`src/rtl/paddle_ctrl_pkg.sv`:
```
// Shared definitions for the paddle controller: movement direction encoding
// and the default screen/paddle geometry used as parameter defaults.
package paddle_ctrl_pkg;

  typedef enum logic [1:0] {
    DirIdle = 2'd0,
    DirUp   = 2'd1,
    DirDown = 2'd2
  } dir_e;

  localparam int unsigned DefNumPaddles = 2;
  localparam int unsigned DefPosW       = 10;
  localparam int unsigned DefScreenH    = 480;
  localparam int unsigned DefPaddleH    = 80;
  localparam int unsigned DefStep       = 4;
  localparam int unsigned DefDeadband   = 4;
  localparam int unsigned DefDbCycles   = 250000;

endpackage

```
`src/rtl/paddle_ctrl_if.sv`:
```
// Game-side bundle of the paddle controller.
//   master: frame/button/mode/ball inputs out, paddle positions and flags in
//   slave : the controller end (paddle_ctrl)
// paddle_y packs paddle i top edge at [i*POS_W +: POS_W].
interface paddle_ctrl_if
  import paddle_ctrl_pkg::*;
#(
  parameter int unsigned NUM_PADDLES = DefNumPaddles,
  parameter int unsigned POS_W       = DefPosW
) ();

  logic                         frame_tick;
  logic [NUM_PADDLES-1:0]       btn_up;
  logic [NUM_PADDLES-1:0]       btn_down;
  logic [NUM_PADDLES-1:0]       auto_en;
  logic [POS_W-1:0]             ball_y;
  logic [NUM_PADDLES*POS_W-1:0] paddle_y;
  logic [NUM_PADDLES-1:0]       at_top;
  logic [NUM_PADDLES-1:0]       at_bottom;

  modport master (
    output frame_tick, btn_up, btn_down, auto_en, ball_y,
    input  paddle_y, at_top, at_bottom
  );

  modport slave (
    input  frame_tick, btn_up, btn_down, auto_en, ball_y,
    output paddle_y, at_top, at_bottom
  );

endinterface

```
`src/rtl/button_debounce.sv`:
```
// Two-flop synchroniser followed by a counter debouncer for one raw button.
//   clock, reset : system clock, synchronous active-high reset
//   raw          : asynchronous button level
//   level        : debounced level; flips after DB_CYCLES consecutive
//                  synchronised samples that disagree with it
module button_debounce
  import paddle_ctrl_pkg::*;
#(
  parameter int unsigned DB_CYCLES = DefDbCycles
) (
  input  logic clock,
  input  logic reset,
  input  logic raw,
  output logic level
);

  localparam int unsigned CntW = (DB_CYCLES > 1) ? $clog2(DB_CYCLES) : 1;

  logic            sync1_q, sync2_q;
  logic            level_q, level_d;
  logic [CntW-1:0] cnt_q, cnt_d;

  always_ff @(posedge clock) begin
    if (reset) begin
      sync1_q <= 1'b0;
      sync2_q <= 1'b0;
      level_q <= 1'b0;
      cnt_q   <= '0;
    end else begin
      sync1_q <= raw;
      sync2_q <= sync1_q;
      level_q <= level_d;
      cnt_q   <= cnt_d;
    end
  end

  // Any sample agreeing with the current level restarts the count.
  always_comb begin
    level_d = level_q;
    cnt_d   = '0;
    if (sync2_q != level_q) begin
      if (cnt_q == CntW'(DB_CYCLES - 1)) begin
        level_d = ~level_q;
      end else begin
        cnt_d = cnt_q + CntW'(1);
      end
    end
  end

  assign level = level_q;

endmodule

```
`src/rtl/paddle_ctrl.sv`:
```
// Multi-paddle position controller for the VGA game path. Buttons are
// debounced, each paddle steps at most once per frame_tick (landing the
// cycle after the tick) and saturates at the screen bounds. In auto mode a
// paddle follows ball_y with a deadband and ignores its buttons.
//   clock, reset : system clock, synchronous active-high reset
//   bus          : paddle_ctrl_if slave (inputs, packed paddle_y, flags)
module paddle_ctrl
  import paddle_ctrl_pkg::*;
#(
  parameter int unsigned NUM_PADDLES = DefNumPaddles,
  parameter int unsigned POS_W       = DefPosW,
  parameter int unsigned SCREEN_H    = DefScreenH,
  parameter int unsigned PADDLE_H    = DefPaddleH,
  parameter int unsigned STEP        = DefStep,
  parameter int unsigned DEADBAND    = DefDeadband,
  parameter int unsigned DB_CYCLES   = DefDbCycles
) (
  input logic          clock,
  input logic          reset,
  paddle_ctrl_if.slave bus
);

  // Extended width so bound and centre arithmetic cannot wrap.
  localparam int unsigned ExtW = POS_W + 1;
  localparam logic [ExtW-1:0]  MaxY    = ExtW'(SCREEN_H - PADDLE_H);
  localparam logic [ExtW-1:0]  StepExt = ExtW'(STEP);
  localparam logic [ExtW-1:0]  HalfH   = ExtW'(PADDLE_H / 2);
  localparam logic [ExtW-1:0]  DeadExt = ExtW'(DEADBAND);
  localparam logic [POS_W-1:0] CentreY = POS_W'((SCREEN_H - PADDLE_H) / 2);

  logic [NUM_PADDLES-1:0]            up_lvl, dn_lvl;
  logic [NUM_PADDLES-1:0][POS_W-1:0] pos_q;
  logic [NUM_PADDLES-1:0]            top_q, bot_q;

  for (genvar i = 0; i < NUM_PADDLES; i++) begin : g_paddle
    dir_e             dir;
    logic [ExtW-1:0]  y_ext, centre, ball_ext, sum_down;
    logic [POS_W-1:0] pos_d;

    button_debounce #(.DB_CYCLES(DB_CYCLES)) u_db_up (
      .clock (clock),
      .reset (reset),
      .raw   (bus.btn_up[i]),
      .level (up_lvl[i])
    );

    button_debounce #(.DB_CYCLES(DB_CYCLES)) u_db_down (
      .clock (clock),
      .reset (reset),
      .raw   (bus.btn_down[i]),
      .level (dn_lvl[i])
    );

    always_ff @(posedge clock) begin
      if (reset) begin
        pos_q[i] <= CentreY;
        top_q[i] <= 1'b0;
        bot_q[i] <= 1'b0;
      end else begin
        pos_q[i] <= pos_d;
        top_q[i] <= (pos_d == '0);
        bot_q[i] <= ({1'b0, pos_d} == MaxY);
      end
    end

    // Direction request; only consumed on the frame_tick cycle.
    always_comb begin
      dir      = DirIdle;
      y_ext    = {1'b0, pos_q[i]};
      centre   = y_ext + HalfH;
      ball_ext = {1'b0, bus.ball_y};
      if (bus.auto_en[i]) begin
        if (ball_ext + DeadExt < centre) begin
          dir = DirUp;
        end else if (ball_ext > centre + DeadExt) begin
          dir = DirDown;
        end
      end else begin
        unique case ({up_lvl[i], dn_lvl[i]})
          2'b10:   dir = DirUp;
          2'b01:   dir = DirDown;
          default: dir = DirIdle;
        endcase
      end
    end

    always_comb begin
      pos_d    = pos_q[i];
      sum_down = {1'b0, pos_q[i]} + StepExt;
      if (bus.frame_tick) begin
        unique case (dir)
          DirUp: begin
            pos_d = ({1'b0, pos_q[i]} < StepExt) ? '0 : pos_q[i] - StepExt[POS_W-1:0];
          end
          DirDown: begin
            pos_d = (sum_down > MaxY) ? MaxY[POS_W-1:0] : sum_down[POS_W-1:0];
          end
          default: pos_d = pos_q[i];
        endcase
      end
    end
  end

  assign bus.paddle_y  = pos_q;
  assign bus.at_top    = top_q;
  assign bus.at_bottom = bot_q;

endmodule

```
`src/flat_wrapper.sv`:
```
// flat-port wrapper written by rule: the top's interface ports become plain ports
module paddle_ctrl_flat import paddle_ctrl_pkg::*;
#(
  parameter int unsigned NUM_PADDLES = DefNumPaddles,
  parameter int unsigned POS_W       = DefPosW,
  parameter int unsigned SCREEN_H    = DefScreenH,
  parameter int unsigned PADDLE_H    = DefPaddleH,
  parameter int unsigned STEP        = DefStep,
  parameter int unsigned DEADBAND    = DefDeadband,
  parameter int unsigned DB_CYCLES   = DefDbCycles
)
  (clock, reset, bus_frame_tick, bus_btn_up, bus_btn_down, bus_auto_en, bus_ball_y, bus_paddle_y, bus_at_top, bus_at_bottom);
  paddle_ctrl_if #(.NUM_PADDLES(NUM_PADDLES), .POS_W(POS_W)) bus_i ();
  input logic clock;
  input logic reset;
  input wire logic [$bits(bus_i.frame_tick)-1:0] bus_frame_tick;
  input wire logic [$bits(bus_i.btn_up)-1:0] bus_btn_up;
  input wire logic [$bits(bus_i.btn_down)-1:0] bus_btn_down;
  input wire logic [$bits(bus_i.auto_en)-1:0] bus_auto_en;
  input wire logic [$bits(bus_i.ball_y)-1:0] bus_ball_y;
  output wire logic [$bits(bus_i.paddle_y)-1:0] bus_paddle_y;
  output wire logic [$bits(bus_i.at_top)-1:0] bus_at_top;
  output wire logic [$bits(bus_i.at_bottom)-1:0] bus_at_bottom;
  assign bus_i.frame_tick = bus_frame_tick;
  assign bus_i.btn_up = bus_btn_up;
  assign bus_i.btn_down = bus_btn_down;
  assign bus_i.auto_en = bus_auto_en;
  assign bus_i.ball_y = bus_ball_y;
  assign bus_paddle_y = bus_i.paddle_y;
  assign bus_at_top = bus_i.at_top;
  assign bus_at_bottom = bus_i.at_bottom;
  paddle_ctrl #(.NUM_PADDLES(NUM_PADDLES), .POS_W(POS_W), .SCREEN_H(SCREEN_H), .PADDLE_H(PADDLE_H), .STEP(STEP), .DEADBAND(DEADBAND), .DB_CYCLES(DB_CYCLES)) u_core (.clock(clock), .reset(reset), .bus(bus_i));
endmodule
```
`config.mk`:
```
export PLATFORM = sky130hd
export DESIGN_NAME = paddle_ctrl_flat
export DESIGN_NICKNAME = d
export VERILOG_FILES = /design/src/rtl/paddle_ctrl_pkg.sv /design/src/rtl/paddle_ctrl_if.sv /design/src/rtl/button_debounce.sv /design/src/rtl/paddle_ctrl.sv /design/src/flat_wrapper.sv
export SDC_FILE = /design/constraint.sdc
export NUM_CORES = 1
export LEC_CHECK = 0
export ABC_AREA = 1
export BUFFER_PORTS_ARGS = -buffer_cell sky130_fd_sc_hd__buf_4
export CORE_ASPECT_RATIO = 1.1
export CORE_UTILIZATION = 40
export CTS_CLUSTER_SIZE = 30
export DETAILED_ROUTE_END_ITERATION = 12
export GPL_TIMING_DRIVEN = 0
export SYNTH_ARGS = -nofsm -noshare
export SYNTH_HDL_FRONTEND = slang
export SYNTH_HIERARCHICAL = 1
export SYNTH_SLANG_ARGS = --single-unit
```
`constraint.sdc`:
```
create_clock -name clock -period 3.6 [get_ports clock]
set_input_delay 0.72 -clock clock [delete_from_list [all_inputs] [get_ports clock]]
set_output_delay 0.72 -clock clock [all_outputs]
set_load 0.005 [all_outputs]
```
# Word-level counts from Yosys, hierarchy flattened
# Index checks and enable logic that the tools add are counted.
[op_classes] addsub=13 n_mul=0 n_div=0 n_lt_le_gt_ge=8 n_eq_ne=18 shifts=0 mux=16 n_bitwise=8 n_reduce_logical=10
[ops] op="adder 18 x 1 -> 18 bit (second input constant)" n=4
[ops] op="equality test 18 bit (second input constant)" n=4
[ops] op="2-to-1 mux 10 bit" n=6
[ops] op="case mux 10 bit (2 select lines)" n=2
[ops] op="adder 10 x 3 -> 11 bit (second input constant)" n=3
[ops] op="adder 10 x 6 -> 11 bit (second input constant)" n=2
[ops] op="adder 11 x 3 -> 11 bit (second input constant)" n=2
[ops] op="greater-than comparator 10 x 11 -> 1 bit" n=2
[ops] op="greater-than comparator 11 x 9 -> 1 bit (second input constant)" n=2
[ops] op="less-than comparator 11 bit" n=2
[ops] op="equality test 10 x 9 -> 1 bit (second input constant)" n=2
[ops] op="logical NOT 10 bit" n=2
[ops] op="less-than comparator 10 x 3 -> 1 bit (second input constant)" n=2
[ops] op="subtractor 10 x 3 -> 10 bit (second input constant)" n=2
[ops] op="2-to-1 mux 2 bit" n=6
[ops] op="OR reduction 3 bit" n=4
[ops] op="equality test 2 x 1 -> 1 bit (second input constant)" n=4
[ops] op="equality test 2 bit (second input constant)" n=4
[ops] op="NOT 1 bit" n=8
[ops] op="case mux 2 bit (2 select lines)" n=2
[ops] op="AND reduction 2 bit" n=4
[ops] op="inequality test 1 bit" n=4
[totals] register_bits=108 latchBits=0 mem_bits_rw=0 mem_bits_ro=0 in_bits=19 output_inout_bits=24 memories=0

# Longest topological paths before layout
[depth] depth_word=10 depth_mapped=30 depth_no_buf=29

# Modules after synthesis
# Netlist, hierarchy kept.
[by_module_without_submodules] module="button_debounce" instances=4 cells_per_inst=146 area_each_um2=1023.5
[by_module_without_submodules] module="paddle_ctrl" instances=1 cells_per_inst=558 area_each_um2=3545.9

# Least setup slack after synthesis
# No wires, ideal clock.
[synth_timing] kind="reg-to-reg" from="register u_core.pos_q, in the netlist u_core/bus.paddle_y[14]" to="register u_core.bot_q[1], in the netlist u_core/bus.at_bottom[1]" arrival_time_ns=3.675 required_ns=3.536 setup_slack_ns=-0.139 path_stages_with_launch=24 n_path_buf=1 path_cell_list="dfxtp_1 > ha_1 > xor2_1 > nor2_1 > nand2_1 > nor2_2 > xor2_1 > ha_1 > nand2_1 > o41ai_1 > inv_1 > nand3b_1 > nand2_1 > nand2_1 > inv_2 > ha_1 > nor2_1 > inv_1 > clkbuf_1 > o211ai_1 > nand2_1 > nor2_1 > nand3_1 > nor2_1"
[synth_between] elab_chain_cells=10 word_cells_on_any_way=18
[synth_lines] item="from (decl)" line="paddle_ctrl.sv:32" source="logic [NUM_PADDLES-1:0][POS_W-1:0] pos_q;"
[synth_lines] item="from (signal, indexed assignment)" line="paddle_ctrl.sv:56" source="pos_q[i] <= CentreY;"
[synth_lines] item="from (signal, indexed assignment)" line="paddle_ctrl.sv:60" source="pos_q[i] <= pos_d;"
[synth_lines] item="adder 10 x 6 -> 11 bit" line="paddle_ctrl.sv:70" source="centre = y_ext + HalfH;"
[synth_lines] item="adder 11 x 3 -> 11 bit" line="paddle_ctrl.sv:75" source="end else if (ball_ext > centre + DeadExt) begin"
[synth_lines] item="greater-than comparator 10 x 11 -> 1 bit" line="paddle_ctrl.sv:75"
[synth_lines] item="2-to-1 mux 2 bit" line="paddle_ctrl.sv:75"
[synth_lines] item="2-to-1 mux 2 bit" line="paddle_ctrl.sv:73" source="if (ball_ext + DeadExt < centre) begin"
[synth_lines] item="2-to-1 mux 2 bit" line="paddle_ctrl.sv:72" source="if (bus.auto_en[i]) begin"
[synth_lines] item="equality test 2 bit / equality test 2 x 1 -> 1 bit (equally long branches)" line="paddle_ctrl.sv:91" source="unique case (dir)"
[synth_lines] item="case mux 10 bit (2 select lines)" line="paddle_ctrl.sv:91"
[synth_lines] item="2-to-1 mux 10 bit *" line="paddle_ctrl.sv:90" source="if (bus.frame_tick) begin"
[synth_lines] item="equality test 10 x 9 -> 1 bit *" line="paddle_ctrl.sv:62" source="bot_q[i] <= ({1'b0, pos_d} == MaxY);"
[synth_lines] item="to (signal, indexed assignment)" line="paddle_ctrl.sv:62"
[synth_lines] item="to (decl)" line="paddle_ctrl.sv:33" source="logic [NUM_PADDLES-1:0] top_q, bot_q;"
# Every way passes the cells marked *; elsewhere a longest branch is shown, timed or not.
# A chain may end at the register's enable or synchronous reset.

# Worst setup path after layout
[layout_timing] from="register u_core.pos_q, in the netlist u_core/bus.paddle_y[3]" to="register u_core.top_q[0], in the netlist u_core/bus.at_top[0]"
[layout_between] elab_chain_cells=10 word_cells_on_any_way=18
[layout_lines] item="adder 10 x 6 -> 11 bit" line="paddle_ctrl.sv:70"
[layout_lines] item="adder 11 x 3 -> 11 bit" line="paddle_ctrl.sv:75"
[layout_lines] item="greater-than comparator 10 x 11 -> 1 bit" line="paddle_ctrl.sv:75"
[layout_lines] item="2-to-1 mux 2 bit" line="paddle_ctrl.sv:75"
[layout_lines] item="2-to-1 mux 2 bit" line="paddle_ctrl.sv:73"
[layout_lines] item="2-to-1 mux 2 bit" line="paddle_ctrl.sv:72"
[layout_lines] item="equality test 2 bit / equality test 2 x 1 -> 1 bit (equally long branches)" line="paddle_ctrl.sv:91"
[layout_lines] item="case mux 10 bit (2 select lines)" line="paddle_ctrl.sv:91"
[layout_lines] item="2-to-1 mux 10 bit *" line="paddle_ctrl.sv:90"
[layout_lines] item="logical NOT 10 bit *" line="paddle_ctrl.sv:61" source="top_q[i] <= (pos_d == '0);"
[layout_lines] item="to (signal, indexed assignment)" line="paddle_ctrl.sv:61"
[layout_lines] item="to (decl)" line="paddle_ctrl.sv:33"
# Marked as above.

==> metrics <==
data arrival time of the critical path=4.09 ns; CTS max path bufs=2; Non-Filler Instances=1488; fin crit period=3.810 ns; switching share of power=32.18%; area leader, netlist=dfxtp_1; Die H=146.9 µm; Die ar.=19660 µm²; Hold-fix buffers, CTS=0; drt first pass iters=5; Net count, final=1322; max-slew violations=0; GPL Wtd Cong=0.8889; Flop pwr share=36.1%; pwr/cell area=378.9 nW/µm²; Rows=52; H-Tree Depth=3; Post-synth EDFFs=0; synthesized area per cell=6.690 µm²; clk sinks=108; Synth Flop Type=dfxtp_1; clk slew on worst S/H paths=0.07 ns; Netlist cell types=44; total CTS buffers=9; largest net degree at the start of global routing=18; Worst-Skew Late Latency=0.34 ns; Psw=1141 µW; P_int=2405 µW; Crit Path Max Fanout=8; global-route wire length before repair=29550 µm; Synth top area share=28.30%; reg-to-reg slack, setup=-0.21 ns; most common cell after layout, fill and taps aside=nand2_1; final setup fails=5; ratio of final minimum period to clock period=105.8%; ANT nets after route=0; Worst Max-Slew Pin Slew=0.5312 ns; crit start category=register; Worst EP required=3.88 ns; placed cell count=1427; grt total ovfl=0; vias in the first global route=6524; Syn Nets=1222; Peak VDD IR=0.0002327 V; area grow syn2layout=22.47%; max cap viols=0; CTS tree=built; worst clock skew=0.005013 ns; initial DRC count=426; antenna cells=0; routed vias/inst=4.754; clock root buffer=clkbuf_16; share of layout cells above drive strength 1=19.20%; DP HPWL=13190 µm; Slew headroom=64.59%; port buffer count=42; initial antenna violation count=0; Total GRT Usage=18.37%; Max Clk Rate=0.2624 GHz; Fin. Hold Viols=0; Lkg Pwr=0.003850 µW; fraction of registers with async set/reset=0%; Synth area leaders=dfxtp_1 (28%), nand2_1 (14%), nor2_1 (11%); clock share of power=29.1%; Die Wd=133.8 µm; core area=18540 µm²; CP endpoint kind=register; unrepaired setup endpoints after global routing=true; # IOs=43; #FFs+latches synth=108; DRT Wirelength=17670 µm; Post-Syn Area=7640 µm²; combinational power share=34.8%; Syn Inst Count=1142; Hold Path Class=reg -> reg; vias=7074; failing checks=setup timing; DRC violations left=0; status=finished with violations; most frequent cells in the layout=nand2_1 (271), nor2_1 (207), inv_1 (120); final worst slack=-0.2104 ns; sequential share of the synthesized area=28.30%; WS Path Type=reg -> reg; starting density of the core=41.20%; Pwr Total=3546 µW; YS warnings=6; DR WL/cell=11.88 µm; worst hold margin=0.4042 ns
## registers in the layout (all words and copies together), names as in the netlist
register and count:
u_core/g_paddle.u_db_down/cnt_q 36, u_core/g_paddle.u_db_up/cnt_q 36, u_core/bus.paddle_y 20, u_core/bus.at_bottom 2, u_core/bus.at_top 2, u_core/g_paddle.u_db_down/level 2
u_core/g_paddle.u_db_down/sync1_q 2, u_core/g_paddle.u_db_down/sync2_q 2, u_core/g_paddle.u_db_up/level 2, u_core/g_paddle.u_db_up/sync1_q 2, u_core/g_paddle.u_db_up/sync2_q 2
## area by class of cell
type / count / area (µm²)
Buffer: 12 / 116.4
Clock buffer: 12 / 246.5
Clock inverter: 2 / 60.06
Fill cell: 1867 / 9186
Inverter: 134 / 526.8
Multi-Input combinational cell: 888 / 5199
Sequential cell: 108 / 2183
Tap cell: 243 / 304.0
Timing Repair Buffer: 89 / 720.7
## critical path, cell delays in order, from the launching register on
cell	delay [ns]
dfxtp_4	0.40
clkinvlp_4	0.17
buf_4	0.17
ha_1	0.21
nand2_2	0.09
nor2_1	0.04
nand2_1	0.12
nand2_2	0.08
ha_4	0.28
nand4_1	0.14
o21ai_1	0.16
nand2_1	0.07
nand2_1	0.07
nand2_1	0.06
a21oi_2	0.14
nand3_1	0.09
nand2_1	0.07
ha_1	0.23
nor2_2	0.14
buf_4	0.14
clkinvlp_4	0.16
buf_4	0.18
a21oi_2	0.10
a21oi_1	0.11
nor2_1	0.13
nand3_1	0.09
nor2_1	0.10
## cells by family (layout without fill, tap and decap cells)
kind of cell | Yosys count | after routing | synth area share, %
AOI/OAI and AO/OA | 93 | 93 | 6.977
DFF | 108 | 108 | 28.30
and+or+nand+nor | 663 | 663 | 38.36
buffers and inverters | 146 | 249 | 7.845
adders and majority gates | 61 | 61 | 9.990
xor gates and xnor gates | 71 | 71 | 8.533
## path summary, 6_finish.rpt
check / startpoint / endpoint / cells past startpoint
min: u_core/g_paddle[1].u_db_down/sync1_q$_SDFF_PP0_ / u_core/g_paddle[1].u_db_down/sync2_q$_SDFF_PP0_ / 2
max: u_core/bus.paddle_y[3]$_SDFF_PP1_ / u_core/bus.at_top[0]$_SDFF_PP0_ / 26
max reg2reg: u_core/bus.paddle_y[3]$_SDFF_PP1_ / u_core/bus.at_top[0]$_SDFF_PP0_ / 26
min reg2reg: u_core/g_paddle[1].u_db_down/sync1_q$_SDFF_PP0_ / u_core/g_paddle[1].u_db_down/sync2_q$_SDFF_PP0_ / 2
## metal layers
| metal | vias to the layer above | part of all wire [%] | track usage, % |
|---|---|---|---|
| met1 | 3152 | 47 | 22.93 |
| li1 | 3797 | - | - |
| met3 | 15 | 3.3 | 2.864 |
| met4 | 0 | 1.2 | 4.659 |
| met2 | 110 | 49 | 32.62 |
| met5 | - | 0 | 0 |
## what timing repair did
| item | 4_1_cts | 5_1_grt |
|---|---|---|
| cloned | 0 | 0 |
| setup endpoints to repair | 24 | 16 |
| pin swaps | 21 | 37 |
| resized for setup | 44 | 46 |
| buffers inserted | 29 | 18 |
| hold endpoints to repair | 0 | 0 |
## Yosys cell counts (2+ instances only)
master,count
nor2_2,21
dfxtp_1,108
nand2_4,5
nor2_1,216
o21ai_4,2
nand3b_4,4
buf_4,4
o21bai_1,4
a21oi_1,50
buf_6,4
o21ai_1,6
xnor2_1,19
nand2_1,282
xor2_2,4
o21ai_0,20
clkbuf_1,3
xor2_1,48
nand3_2,6
or2_2,6
nand2_2,8
or2_0,8
nand4_1,22
inv_1,125
ha_1,61
nor3_1,6
nand3_1,68
inv_2,7
nand3b_1,9
## through the flow
step	setup WS, ns	cell area (µm²)	util, %	TNS, ns
finish	-0.2104	9356	50.46	-0.5808
global route	-0.4896	9356	50.46	-2.676
CTS	-0.1722	9016	48.62	-0.3397
detailed placement	-0.7184	8287	44.69	-6.883
global placement	-0.7325	8287	44.69	-6.405
floorplan	0.006760	7667	-	0
## power groups by stage
stage          Combinational (µW)  Sequential, µW  Clock (µW)
3_5_place_dp                  898            1300           0
3_3_place_gp                  890            1300           0
2_1_floorplan                 681            1290           0
4_1_cts                      1060            1280        1080
5_1_grt                      1360            1290        1120
6_report                     1230            1280        1030
No activity file was read; power rests on OpenSTA's default activity.
